`config.mk`:
```
export PLATFORM = sky130hd
export DESIGN_NAME = io_port_periph_flat
export DESIGN_NICKNAME = d
export VERILOG_FILES = /design/src/rtl/io_port_periph_pkg.sv /design/src/rtl/io_port_periph_if.sv /design/src/rtl/io_port_periph_sync_fifo.sv /design/src/rtl/io_port_periph.sv /design/src/flat_wrapper.sv
export SDC_FILE = /design/constraint.sdc
export NUM_CORES = 1
export LEC_CHECK = 0
export CAP_MARGIN = 20
export CORE_ASPECT_RATIO = 1.5
export CORE_MARGIN = 2
export CORE_UTILIZATION = 59
export CTS_CLUSTER_DIAMETER = 40
export DETAILED_ROUTE_END_ITERATION = 6
export PLACE_DENSITY = 0.81
export SYNTH_ARGS = -nofsm -noshare
export SYNTH_HDL_FRONTEND = slang
export SYNTH_SLANG_ARGS = --single-unit
```
`constraint.sdc`:
```
create_clock -name clk -period 3.8 [get_ports clk]
set_input_delay 0.76 -clock clk [delete_from_list [all_inputs] [get_ports clk]]
set_output_delay 0.76 -clock clk [all_outputs]
set_load 0.02 [all_outputs]
```
`src/rtl/io_port_periph_pkg.sv`:
```
// Shared CPU-side definitions for the I/O port peripheral: port width,
// FIFO depth defaults, pointer sizing and the sticky error flag bundle.
package io_port_periph_pkg;

  localparam int CPU_DW     = 8;
  localparam int FIFO_DEPTH = 4;

  // Sticky error flags kept by the peripheral.
  typedef struct packed {
    logic in_underflow;
    logic out_overflow;
  } err_flags_t;

  // Read/write pointer width for a power-of-two FIFO depth.
  function automatic int ptr_w(input int depth);
    return (depth > 1) ? $clog2(depth) : 1;
  endfunction

endpackage

```
`src/rtl/io_port_periph_if.sv`:
```
// Bus bundle between the host side, the CPU port side and the I/O peripheral.
// The slave modport is the peripheral's view, master is the environment's.
interface io_port_periph_if import io_port_periph_pkg::*; #(
  parameter int DW = CPU_DW
);

  logic [DW-1:0] host_in_data;
  logic          host_in_valid;
  logic          host_in_ready;
  logic [DW-1:0] cpu_i_port;
  logic          cpu_in_rd;
  logic [DW-1:0] cpu_o_port;
  logic          cpu_out_wr;
  logic [DW-1:0] host_out_data;
  logic          host_out_valid;
  logic          host_out_ready;
  logic          int_en;
  logic          cpu_int_sig;
  logic          clr_flags;
  logic          in_underflow;
  logic          out_overflow;

  modport slave (
    input  host_in_data, host_in_valid, cpu_in_rd, cpu_o_port, cpu_out_wr,
           host_out_ready, int_en, clr_flags,
    output host_in_ready, cpu_i_port, host_out_data, host_out_valid,
           cpu_int_sig, in_underflow, out_overflow
  );

  modport master (
    output host_in_data, host_in_valid, cpu_in_rd, cpu_o_port, cpu_out_wr,
           host_out_ready, int_en, clr_flags,
    input  host_in_ready, cpu_i_port, host_out_data, host_out_valid,
           cpu_int_sig, in_underflow, out_overflow
  );

endinterface

```
`src/rtl/io_port_periph_sync_fifo.sv`:
```
// Synchronous FIFO with a combinational head. Pops on empty are ignored;
// a push while full is accepted only when a pop frees the slot in the
// same edge. The head reads as zero while the FIFO is empty.
module sync_fifo import io_port_periph_pkg::*; #(
  parameter int DW    = CPU_DW,
  parameter int DEPTH = FIFO_DEPTH
) (
  input  logic          clk,
  input  logic          rstn,
  input  logic          push_i,
  input  logic          pop_i,
  input  logic [DW-1:0] wdata_i,
  output logic          full_o,
  output logic          empty_o,
  output logic [DW-1:0] head_o
);

  localparam int PW = ptr_w(DEPTH);
  localparam int CW = PW + 1;

  logic [DW-1:0] mem_q [DEPTH];
  logic [PW-1:0] wr_ptr_q, wr_ptr_d;
  logic [PW-1:0] rd_ptr_q, rd_ptr_d;
  logic [CW-1:0] cnt_q, cnt_d;
  logic          do_push, do_pop;

  assign empty_o = (cnt_q == '0);
  assign full_o  = (cnt_q == CW'(DEPTH));
  assign do_pop  = pop_i && !empty_o;
  assign do_push = push_i && (!full_o || do_pop);
  assign head_o  = empty_o ? '0 : mem_q[rd_ptr_q];

  // Next pointers wrap naturally because DEPTH is a power of two.
  always_comb begin
    wr_ptr_d = wr_ptr_q;
    rd_ptr_d = rd_ptr_q;
    cnt_d    = cnt_q;
    if (do_push) wr_ptr_d = wr_ptr_q + PW'(1);
    if (do_pop)  rd_ptr_d = rd_ptr_q + PW'(1);
    case ({do_push, do_pop})
      2'b10:   cnt_d = cnt_q + CW'(1);
      2'b01:   cnt_d = cnt_q - CW'(1);
      default: cnt_d = cnt_q;
    endcase
  end

  // Pointer and occupancy state; reset empties the FIFO.
  always_ff @(posedge clk) begin
    if (!rstn) begin
      wr_ptr_q <= '0;
      rd_ptr_q <= '0;
      cnt_q    <= '0;
    end else begin
      wr_ptr_q <= wr_ptr_d;
      rd_ptr_q <= rd_ptr_d;
      cnt_q    <= cnt_d;
    end
  end

  // Storage array, written on accepted pushes only; never reset.
  always_ff @(posedge clk) begin
    if (do_push) mem_q[wr_ptr_q] <= wdata_i;
  end

endmodule

```
`src/rtl/io_port_periph.sv`:
```
// I/O port peripheral: an input FIFO feeding CPU IN instructions, an output
// FIFO capturing CPU OUT instructions, an edge-triggered interrupt on the
// input FIFO becoming non-empty, and sticky underflow/overflow flags.
module io_port_periph import io_port_periph_pkg::*; #(
  parameter int DW    = CPU_DW,
  parameter int DEPTH = FIFO_DEPTH
) (
  input  logic             clk,
  input  logic             rstn,
  io_port_periph_if.slave  bus
);

  logic       in_full, in_empty, in_push;
  logic       out_full, out_empty;
  logic       int_q, int_d;
  err_flags_t flags_q, flags_d;

  assign in_push = bus.host_in_valid && !in_full;

  sync_fifo #(.DW(DW), .DEPTH(DEPTH)) u_in_fifo (
    .clk     (clk),
    .rstn    (rstn),
    .push_i  (in_push),
    .pop_i   (bus.cpu_in_rd),
    .wdata_i (bus.host_in_data),
    .full_o  (in_full),
    .empty_o (in_empty),
    .head_o  (bus.cpu_i_port)
  );

  // A write into a full output FIFO lands only if the host pops the same
  // edge; the FIFO itself resolves that case.
  sync_fifo #(.DW(DW), .DEPTH(DEPTH)) u_out_fifo (
    .clk     (clk),
    .rstn    (rstn),
    .push_i  (bus.cpu_out_wr),
    .pop_i   (bus.host_out_ready),
    .wdata_i (bus.cpu_o_port),
    .full_o  (out_full),
    .empty_o (out_empty),
    .head_o  (bus.host_out_data)
  );

  assign bus.host_in_ready  = !in_full;
  assign bus.host_out_valid = !out_empty;
  assign bus.cpu_int_sig    = int_q;
  assign bus.in_underflow   = flags_q.in_underflow;
  assign bus.out_overflow   = flags_q.out_overflow;

  // Interrupt event and sticky flags; a new error wins over clr_flags.
  always_comb begin
    int_d = bus.int_en && in_empty && in_push;
    flags_d.in_underflow = (bus.cpu_in_rd && in_empty) ||
                           (flags_q.in_underflow && !bus.clr_flags);
    flags_d.out_overflow = (bus.cpu_out_wr && out_full && !bus.host_out_ready) ||
                           (flags_q.out_overflow && !bus.clr_flags);
  end

  // Registered interrupt pulse and flags, cleared by reset.
  always_ff @(posedge clk) begin
    if (!rstn) begin
      int_q   <= 1'b0;
      flags_q <= '0;
    end else begin
      int_q   <= int_d;
      flags_q <= flags_d;
    end
  end

endmodule

```
`src/flat_wrapper.sv`:
```
// flat-port wrapper written by rule: the top's interface ports become plain ports
module io_port_periph_flat import io_port_periph_pkg::*;
#(
  parameter int DW    = CPU_DW,
  parameter int DEPTH = FIFO_DEPTH
)
  (clk, rstn, bus_host_in_data, bus_host_in_valid, bus_cpu_in_rd, bus_cpu_o_port, bus_cpu_out_wr, bus_host_out_ready, bus_int_en, bus_clr_flags, bus_host_in_ready, bus_cpu_i_port, bus_host_out_data, bus_host_out_valid, bus_cpu_int_sig, bus_in_underflow, bus_out_overflow);
  io_port_periph_if #(.DW(DW)) bus_i ();
  input  logic clk;
  input  logic rstn;
  input wire logic [$bits(bus_i.host_in_data)-1:0] bus_host_in_data;
  input wire logic [$bits(bus_i.host_in_valid)-1:0] bus_host_in_valid;
  input wire logic [$bits(bus_i.cpu_in_rd)-1:0] bus_cpu_in_rd;
  input wire logic [$bits(bus_i.cpu_o_port)-1:0] bus_cpu_o_port;
  input wire logic [$bits(bus_i.cpu_out_wr)-1:0] bus_cpu_out_wr;
  input wire logic [$bits(bus_i.host_out_ready)-1:0] bus_host_out_ready;
  input wire logic [$bits(bus_i.int_en)-1:0] bus_int_en;
  input wire logic [$bits(bus_i.clr_flags)-1:0] bus_clr_flags;
  output wire logic [$bits(bus_i.host_in_ready)-1:0] bus_host_in_ready;
  output wire logic [$bits(bus_i.cpu_i_port)-1:0] bus_cpu_i_port;
  output wire logic [$bits(bus_i.host_out_data)-1:0] bus_host_out_data;
  output wire logic [$bits(bus_i.host_out_valid)-1:0] bus_host_out_valid;
  output wire logic [$bits(bus_i.cpu_int_sig)-1:0] bus_cpu_int_sig;
  output wire logic [$bits(bus_i.in_underflow)-1:0] bus_in_underflow;
  output wire logic [$bits(bus_i.out_overflow)-1:0] bus_out_overflow;
  assign bus_i.host_in_data = bus_host_in_data;
  assign bus_i.host_in_valid = bus_host_in_valid;
  assign bus_i.cpu_in_rd = bus_cpu_in_rd;
  assign bus_i.cpu_o_port = bus_cpu_o_port;
  assign bus_i.cpu_out_wr = bus_cpu_out_wr;
  assign bus_i.host_out_ready = bus_host_out_ready;
  assign bus_i.int_en = bus_int_en;
  assign bus_i.clr_flags = bus_clr_flags;
  assign bus_host_in_ready = bus_i.host_in_ready;
  assign bus_cpu_i_port = bus_i.cpu_i_port;
  assign bus_host_out_data = bus_i.host_out_data;
  assign bus_host_out_valid = bus_i.host_out_valid;
  assign bus_cpu_int_sig = bus_i.cpu_int_sig;
  assign bus_in_underflow = bus_i.in_underflow;
  assign bus_out_overflow = bus_i.out_overflow;
  io_port_periph #(.DW(DW), .DEPTH(DEPTH)) u_core (.clk(clk), .rstn(rstn), .bus(bus_i));
endmodule
```
# Word level (Yosys, flattened, before mapping)
# Memories as Yosys holds them, arrays and structs flattened. A register that Yosys moved wholly into a read port is not among the register bits.
# Index checks and enable logic that the tools add are counted.
# Widths: inputs -> output; s select.
# totals
reg_bits	17
mem_bits_rw	64
in_bits	24
output_inout_bits	21
elab_cells	63
n_memories	2
# classes
n_addsub	8
n_eq_ne	6
n_mux	12
reduce_logical	26
# memory_table
name	depth	word_bits	read_ports	rd_clocked_by_memory_dff	write_ports	line_no	rtl
u_core.u_in_fifo.mem_q	4	8	1	1	1	io_port_periph_sync_fifo.sv:21	logic [DW-1:0] mem_q [DEPTH];
u_core.u_out_fifo.mem_q	4	8	1	1	1	io_port_periph_sync_fifo.sv:21	
# ops
cell	count
$mux 8	2
$logic_and 1x1->1	12
$pmux 3 s2	2
$add 2x1->2 const B	4
$mux 2	4
$add 3x1->3 const B	2
$eq 3x3->1 const B	2
$logic_not 1->1	6
$logic_not 3->1	2
$sub 3x1->3 const B	2
$eq 2x1->1 const B	2
$eq 2x2->1 const B	2
$logic_or 1x1->1	4
$mux 1	4
$reduce_bool 2->1	2

# Depth between registers and ports, before layout
# Gate-level depths: netlist (run 1).
# logic_depth
depth_word	7
depth_mapped	9
depth_no_buf	8

# Hierarchy
# From an unflattened synthesis (run 1), not the netlist that was laid out.
# unflattened
hier_cells	249
hier_area_um2	3741.1
# by_module_without_submodules
mod	n_inst	cells_per_inst	area_per_inst_um2	seq_area_each_um2
sync_fifo	2	118	1809.2	1141.1
io_port_periph	1	13	122.6	60.1

# Worst setup path after synthesis (run 1)
# No wires, ideal clock.
# synth_timing
kind	reg-to-reg
start	register u_core.u_out_fifo.cnt_q[2]
end	register u_core.u_out_fifo.cnt_q[1]
setup_ns	0.095
arrival_ns	2.246
required_ns	3.705
setup_slack_ns	1.459
path_stages_with_launch	9
path_buffers	1
period_less_slack_ns	2.341
cell_sequence	dfxtp_1 buf_2 nor3_1 inv_1 nand3_1 fa_1 o21ba_2 o211ai_1 a221oi_1
# synth_via
elab_chain_cells	7
elab_cells_between_ends	11
cone_classes	eq/ne (3); mux (1); reduce/logical (7)
# synth_rtl
item	line_no	rtl
from (decl)	io_port_periph_sync_fifo.sv:24	logic [CW-1:0] cnt_q, cnt_d;
from (signal assigned)	io_port_periph_sync_fifo.sv:56	cnt_q <= cnt_d;
$logic_not 3->1 (*)	io_port_periph_sync_fifo.sv:27	assign empty_o = (cnt_q == '0);
$logic_not 1->1 (*)	--	
named net bus_host_out_valid	flat_wrapper.sv:22	output wire logic [$bits(bus_i.host_out_valid)-1:0] bus_host_out_valid;
$logic_and 1x1->1 (*)	io_port_periph_sync_fifo.sv:29	assign do_pop = pop_i && !empty_o;
$logic_or 1x1->1	io_port_periph_sync_fifo.sv:30	assign do_push = push_i && (!full_o || do_pop);
$logic_and 1x1->1	io_port_periph_sync_fifo.sv:30	
$eq 2x1->1 or $eq 2x2->1 (tied branches)	io_port_periph_sync_fifo.sv:40	case ({do_push, do_pop})
$pmux 3 s2 or $reduce_bool 2->1 (tied branches)	--	
# The timed path passes the listed nets; every way through them passes the cells marked *.
# A chain may end at the register's enable or synchronous reset.

==> impl_metrics.yaml, run 1 <==
yosys:
  yosysSeqAreaShare_pct: 65.6
  synth.avg_cell_area_um2: 15.4
  yosysWarnings: 0
  ys_types: 39
  ys_ff_latch: 85
  yosysTopAreaCellShare_pct: 53.8
  synth_area_um2: 3570
  synth_area_leaders: "edfxtp_1 54%, dfxtp_1 12%, mux4_2 10%, ha_1 3.2%, and2b_1 2.3%"
  syn_inst: 232
  synth_area_leader_cell: "edfxtp_1"
  syn-num-nets: 267
timing:
  drv_slew: 0
  fin_crit_sh_pct: 81.4
  max_slew_margin_pct: 62.5
  setup_viol: 0
  rsz0062_at_grt: "no"
  setup_slack_ps: 707
  finClkSkew_ps: 10.3
  max_slew.worst_pin.slew_ps: 562
  period_minus_slack_ps: 3090
  setup_tns_ps: 0
  hold_viol: 0
  max_freq_mhz: 323
setup_path:
  required_ps: 3040
  ff2ff_setup_slack_ps: 1310
  cp-end-kind: "output port"
  reg2reg_from: "u_core.u_in_fifo.cnt_q[2]"
  path_class: "reg -> out"
  critPathArrivalTime_ps: 2330
  timing.rr.end: "u_core.u_in_fifo.cnt_q[2]"
  ff2ff_path_depth: 8
  cp_max_fo: 8
  crit_end: "bus_cpu_i_port[5]"
  critical_path.startpoint_type: "flop"
drt:
  drt_wl_total_um: 6030
  drt-vias-per-instance: 5.69
  drt_iter0_markers: 112
  highest_layer: "met4"
  drtAntennaViolNets: 0
  drc: 0
  vias: 2013
  wl_met3_um: 220
  met2WireLength_um: 3400
  wire_per_inst_um: 17.0
  dr.pass1.iters: 4
  met1_length_um: 2300
placed_design:
  dpl_worst_slack_ps: 920
  place.gp.congestion: 0.748
  place_hpwl_um: 4410
  placed_cell_area_um2: 4050
  io_buffers: 44
clock_tree:
  max-clock-path-buffers: 2
  cts_resized: 0
  cts_tree: "yes"
  clock_sinks: 85
  clock_latency_ps: 350
  root_buffer: "clkbuf_8"
  postCtsHoldBufs: 0
  htree_levels: 3
  clkTransAtPathRegs_ps: 80
  post-cts-setup-buffers: 0
  cts_inserted_buffers: 9
pwr:
  peakVddDrop_mv: 0.457
  power.density_nw_per_um2: 603
  power.leakage_nw: 1.50
cells_and_area:
  layout-drive-gt1-share_pct: 15.2
  fin_util_pct: 73.3
  syn_to_final_growth_pct: 19.6
  final_area_um2: 4270
  antenna-diode-count: 0
  final_nets: 312
floorplan:
  dieArea_um2: 6710
  core_area_um2: 5830
  dieWidth_um: 67.5
  io_pins: 45
  initial_core_util_pct: 61.3
  rows: 34
  fp.dieH_um: 99.3
worst_hold_path:
  worst_hold_path_type: "reg -> reg"
job:
  drv_cap: 0
global_route:
  grt_pass1_vias: 2124
  overflow: 0
  grt_pass1_wl_um: 9970
  grtUsageTotal_pct: 20.4
  grt_max_degree: 18
  antenna_found_initial: 0
status:
  outcome: "completed"
[power by group]
| group | leakage [nW] | switching [mW] | internal [mW] |
|---|---|---|---|
| Clock | 0.106 | 0.312 | 0.372 |
| Sequential | 0.759 | 0.0888 | 1.09 |
| Combinational | 0.635 | 0.341 | 0.376 |
| Total | 1.50 | 0.742 | 1.84 |
[flip-flops by register name, indices dropped and copies added, names as in the netlist, named ones only]
register / count
u_core.u_out_fifo.cnt_q: 3
u_core.bus.out_overflow: 1
u_core.u_in_fifo.cnt_q: 3
u_core.bus.in_underflow: 1
u_core.u_out_fifo.wr_ptr_q: 2
u_core.u_out_fifo.mem_q: 32
u_core.u_out_fifo.rd_ptr_q: 2
u_core.u_in_fifo.wr_ptr_q: 2
u_core.u_in_fifo.rd_ptr_q: 2
u_core.u_in_fifo.mem_q: 32
u_core.bus.cpu_int_sig: 1
[routing by layer]
layer,up-vias,track usage [%]
met2,52,36.3
met5,-,0
met1,999,23.1
li1,951,-
met3,11,4.30
met4,0,8.16
[through the flow]
stage,hold WS [ps],power [mW],cells
finish,526,2.58,354
global route,556,2.70,354
CTS,524,2.61,354
detailed placement,512,1.93,338
global placement,503,1.91,338
floorplan,484,1.64,232
[logic make-up (layout without fill, tap and decap cells)]
kind of cell | after synthesis | after routing | share of synthesized area, %
and+or+nand+nor | 61 | 61 | 10.0
buffers and inverters | 26 | 76 | 3.40
adders and majority gates | 11 | 11 | 4.27
muxes | 16 | 16 | 10.1
AOI/OAI and AO/OA | 25 | 25 | 4.69
DFF | 85 | 85 | 65.6
xor gates and xnor gates | 8 | 8 | 1.96
[cells in the mapped netlist, drive strengths merged]
cell type	instances
a21o	2
o21ba	1
mux4	16
edfxtp	64
nand3b	1
or3b	1
nor3	2
nor2b	7
o21bai	1
dfxtp	21
o32ai	1
fa	2
inv	12
a31oi	1
a221oi	1
o31ai	2
o211ai	2
clkbuf	3
and3	8
nor4b	1
ha	9
o311ai	2
nor2	15
or3	2
nand3	8
xor2	8
and2b	11
buf	10
nand2b	1
or4b	1
clkinv	1
a21oi	8
nand2	3
o21ai	4
[worst max-delay path, cell delays in order, from the launching register on]
cell             delay [ps]
dfxtp_1                 680
mux4_2                  590
and2b_1                 190
clkdlybuf4s50_1         530
[worst min-delay path by stage]
| stage | from | endpoint | slack (ps) | cells after the start |
|---|---|---|---|---|
| after CTS | u_core.u_out_fifo.wr_ptr_q[0] | u_core.u_out_fifo.wr_ptr_q[0] | 520 | 2 |
| after global placement | u_core.u_in_fifo.rd_ptr_q[1] | flop | 500 | 2 |
| after global routing | u_core.u_out_fifo.wr_ptr_q[0] | u_core.u_out_fifo.wr_ptr_q[0] | 560 | 2 |
| final | u_core.u_out_fifo.wr_ptr_q[0] | u_core.u_out_fifo.wr_ptr_q[0] | 530 | 2 |
| after floorplan | u_core.u_out_fifo.wr_ptr_q[0] | u_core.u_out_fifo.wr_ptr_q[0] | 480 | 2 |
| after detailed placement | u_core.u_out_fifo.wr_ptr_q[0] | u_core.u_out_fifo.wr_ptr_q[0] | 510 | 2 |
[cell usage in the layout (no fill, tap or decap), types with 2 or more instances in the layout]
cell	n
a21o_1	2
mux4_2	16
clkinvlp_4	2
nand2_1	3
fa_1	2
nor3_1	2
and3_2	4
o211ai_1	2
nand3_1	8
and3_1	4
o311ai_0	2
ha_1	9
clkbuf_8	9
inv_1	12
edfxtp_1	64
dfxtp_1	21
bufinv_16	2
clkdlybuf4s50_1	44
o21ai_0	4
a21oi_1	7
nor2_1	15
and2b_1	11
o31ai_1	2
buf_4	3
xor2_1	8
nor2b_1	7
[area by class of cell]
type                    count  area, um2
clock buffers               9        124
clock inverters             7       97.6
fillers                   375       1550
inverters                  13       48.8
multi-input cells         121       1110
flip-flops and latches     85       2340
well taps                  72       90.1
repair buffers             47        463
No activity file was read; power rests on OpenSTA's default activity.
==> inputs of run 2 (changes only) <==
--- a/config.mk
+++ b/config.mk
@@ -8,10 +8,10 @@
 export CAP_MARGIN = 20
 export CORE_ASPECT_RATIO = 1.5
 export CORE_MARGIN = 2
-export CORE_UTILIZATION = 59
+export CORE_UTILIZATION = 55
 export CTS_CLUSTER_DIAMETER = 40
 export DETAILED_ROUTE_END_ITERATION = 6
-export PLACE_DENSITY = 0.81
+export PLACE_DENSITY = 0.76
 export SYNTH_ARGS = -nofsm -noshare
 export SYNTH_HDL_FRONTEND = slang
 export SYNTH_SLANG_ARGS = --single-unit
==> constraint.sdc (replaced) <==
create_clock -name clk -period 3.1 [get_ports clk]
set_input_delay 0.62 -clock clk [delete_from_list [all_inputs] [get_ports clk]]
set_output_delay 0.62 -clock clk [all_outputs]
set_load 0.02 [all_outputs]
==> impl_metrics.yaml, run 2 (synthesized netlist as in run 1, its figures left out) <==
clock_tree:
  post-cts-setup-buffers: 0
  max-clock-path-buffers: 2
  clkTransAtPathRegs_ps: 80
  root_buffer: "clkbuf_8"
  cts_tree: "yes"
  clock_latency_ps: 350
  htree_levels: 3
  postCtsHoldBufs: 0
  cts_inserted_buffers: 9
  cts_resized: 0
  clock_sinks: 85
pwr:
  power.density_nw_per_um2: 723
  power.leakage_nw: 1.49
  peakVddDrop_mv: 0.475
job:
  drv_cap: 0
status:
  outcome: "completed"
placed_design:
  placed_cell_area_um2: 4070
  place.gp.congestion: 0.823
  io_buffers: 44
  place_hpwl_um: 4180
drt:
  drt_wl_total_um: 5810
  drt-vias-per-instance: 5.49
  wire_per_inst_um: 16.1
  dr.pass1.iters: 4
  drtAntennaViolNets: 0
  vias: 1975
  drc: 0
  drt_iter0_markers: 109
setup_path:
  required_ps: 2480
  critPathArrivalTime_ps: 2260
  ff2ff_setup_slack_ps: 590
  path_class: "reg -> out"
  cp-end-kind: "output port"
  critical_path.startpoint_type: "flop"
  cp_max_fo: 8
timing:
  finClkSkew_ps: 8.43
  drv_slew: 0
  max_freq_mhz: 347
  setup_viol: 0
  rsz0062_at_grt: "no"
  max_slew_margin_pct: 65.3
  worst_hold_slack_ps: 528
  hold_viol: 0
  period_minus_slack_ps: 2880
  max_slew.worst_pin.slew_ps: 519
  fin_crit_sh_pct: 93.0
  setup_tns_ps: 0
cells_and_area:
  layout-drive-gt1-share_pct: 15.5
  fin_util_pct: 66.8
  final_nets: 314
  antenna-diode-count: 0
  final_cell_mix: "64 x edfxtp_1, 44 x clkdlybuf4s50_1, 21 x dfxtp_1"
  reg_top3: "u_core.u_in_fifo.mem_q x32, u_core.u_out_fifo.mem_q x32"
  fillerInstances: 480
  final_area_um2: 4270
  syn_to_final_growth_pct: 19.5
  mostFrequentLayoutCell: "edfxtp_1"
global_route:
  grt_pass1_wl_um: 9610
  overflow: 0
  grt_pass1_vias: 1985
  grt_max_degree: 18
  grtUsageTotal_pct: 17.8
  antenna_found_initial: 0
floorplan:
  initial_core_util_pct: 55.8
  rows: 36
  dieWidth_um: 69.8
  core_area_um2: 6400
  io_pins: 45
  dieArea_um2: 7170
  fp.dieH_um: 103
worst_hold_path:
  worst_hold_path_type: "reg -> reg"
-- run 2: cell count changes in the layout (fill, tap and decap cells not counted), sizes merged --
| cell | change |
|---|---|
| clkinv | -1 |
| bufinv | -1 |
| clkinvlp | +1 |
| inv | +1 |
| buf | +2 |
-- run 2: path summary, 6_finish.rpt --
check / endpoint / start / depth (start not counted)
setup / recovery: bus_host_out_data[0] / flop / 3
hold reg to reg: flop / u_core.u_in_fifo.rd_ptr_q[1] / 2
setup reg to reg: u_core.u_in_fifo.cnt_q[2] / u_core.u_in_fifo.cnt_q[2] / 8
hold / removal: flop / u_core.u_in_fifo.rd_ptr_q[1] / 2
-- run 2: layout make-up --
| class | count | area, um2 | share of cell area [%] |
|---|---|---|---|
| sequential | 85 | 2340 | 54.8 |
| clock buffer | 9 | 124 | 2.90 |
| multi-input combinational | 121 | 1110 | 26.0 |
| tap | 76 | 95.1 | 2.23 |
| timing repair buffer | 49 | 478 | 11.2 |
| clock inverter | 7 | 73.8 | 1.73 |
| inverter | 13 | 48.8 | 1.14 |
-- run 2: metrics by stage --
stage | cells | power (mW) | setup slack, ps
finish | 360 | 3.09 | 218
global route | 360 | 3.25 | 42.6
CTS | 360 | 3.12 | 149
floorplan | 232 | 2.01 | 759
detailed placement | 344 | 2.36 | 383
global placement | 344 | 2.35 | 455
-- run 2: metal layers --
layer / vias up / global-route usage [%] / part of all wire, % / wire (um)
met5: - / 0 / 0 / 0
li1: 956 / - / - / -
met2: 44 / 32.0 / 54 / 3150
met1: 965 / 20.2 / 40 / 2320
met3: 10 / 3.23 / 3.3 / 192
met4: 0 / 9.47 / 2.6 / 152
-- run 2: power breakdown --
group	leakage [nW]	total (mW)	switching, mW	internal, mW
Clock	0.0899	0.760	0.385	0.375
Combinational	0.645	0.898	0.427	0.471
Sequential	0.759	1.43	0.0941	1.33
Total	1.49	3.09	0.906	2.18
-- run 2: worst max-delay path: stages (launching register included) --
cell	delay (ps)
dfxtp_1	650
mux4_2	570
and2b_1	170
clkdlybuf4s50_1	520
==> inputs of run 3 (changes only) <==
--- a/config.mk
+++ b/config.mk
@@ -11,6 +11,7 @@
 export CORE_UTILIZATION = 55
 export CTS_CLUSTER_DIAMETER = 40
 export DETAILED_ROUTE_END_ITERATION = 6
+export HOLD_SLACK_MARGIN = 0.12
 export PLACE_DENSITY = 0.76
 export SYNTH_ARGS = -nofsm -noshare
 export SYNTH_HDL_FRONTEND = slang
==> results of run 3 <==
The final DEF is identical to that of run 2; final timing and power are the same.
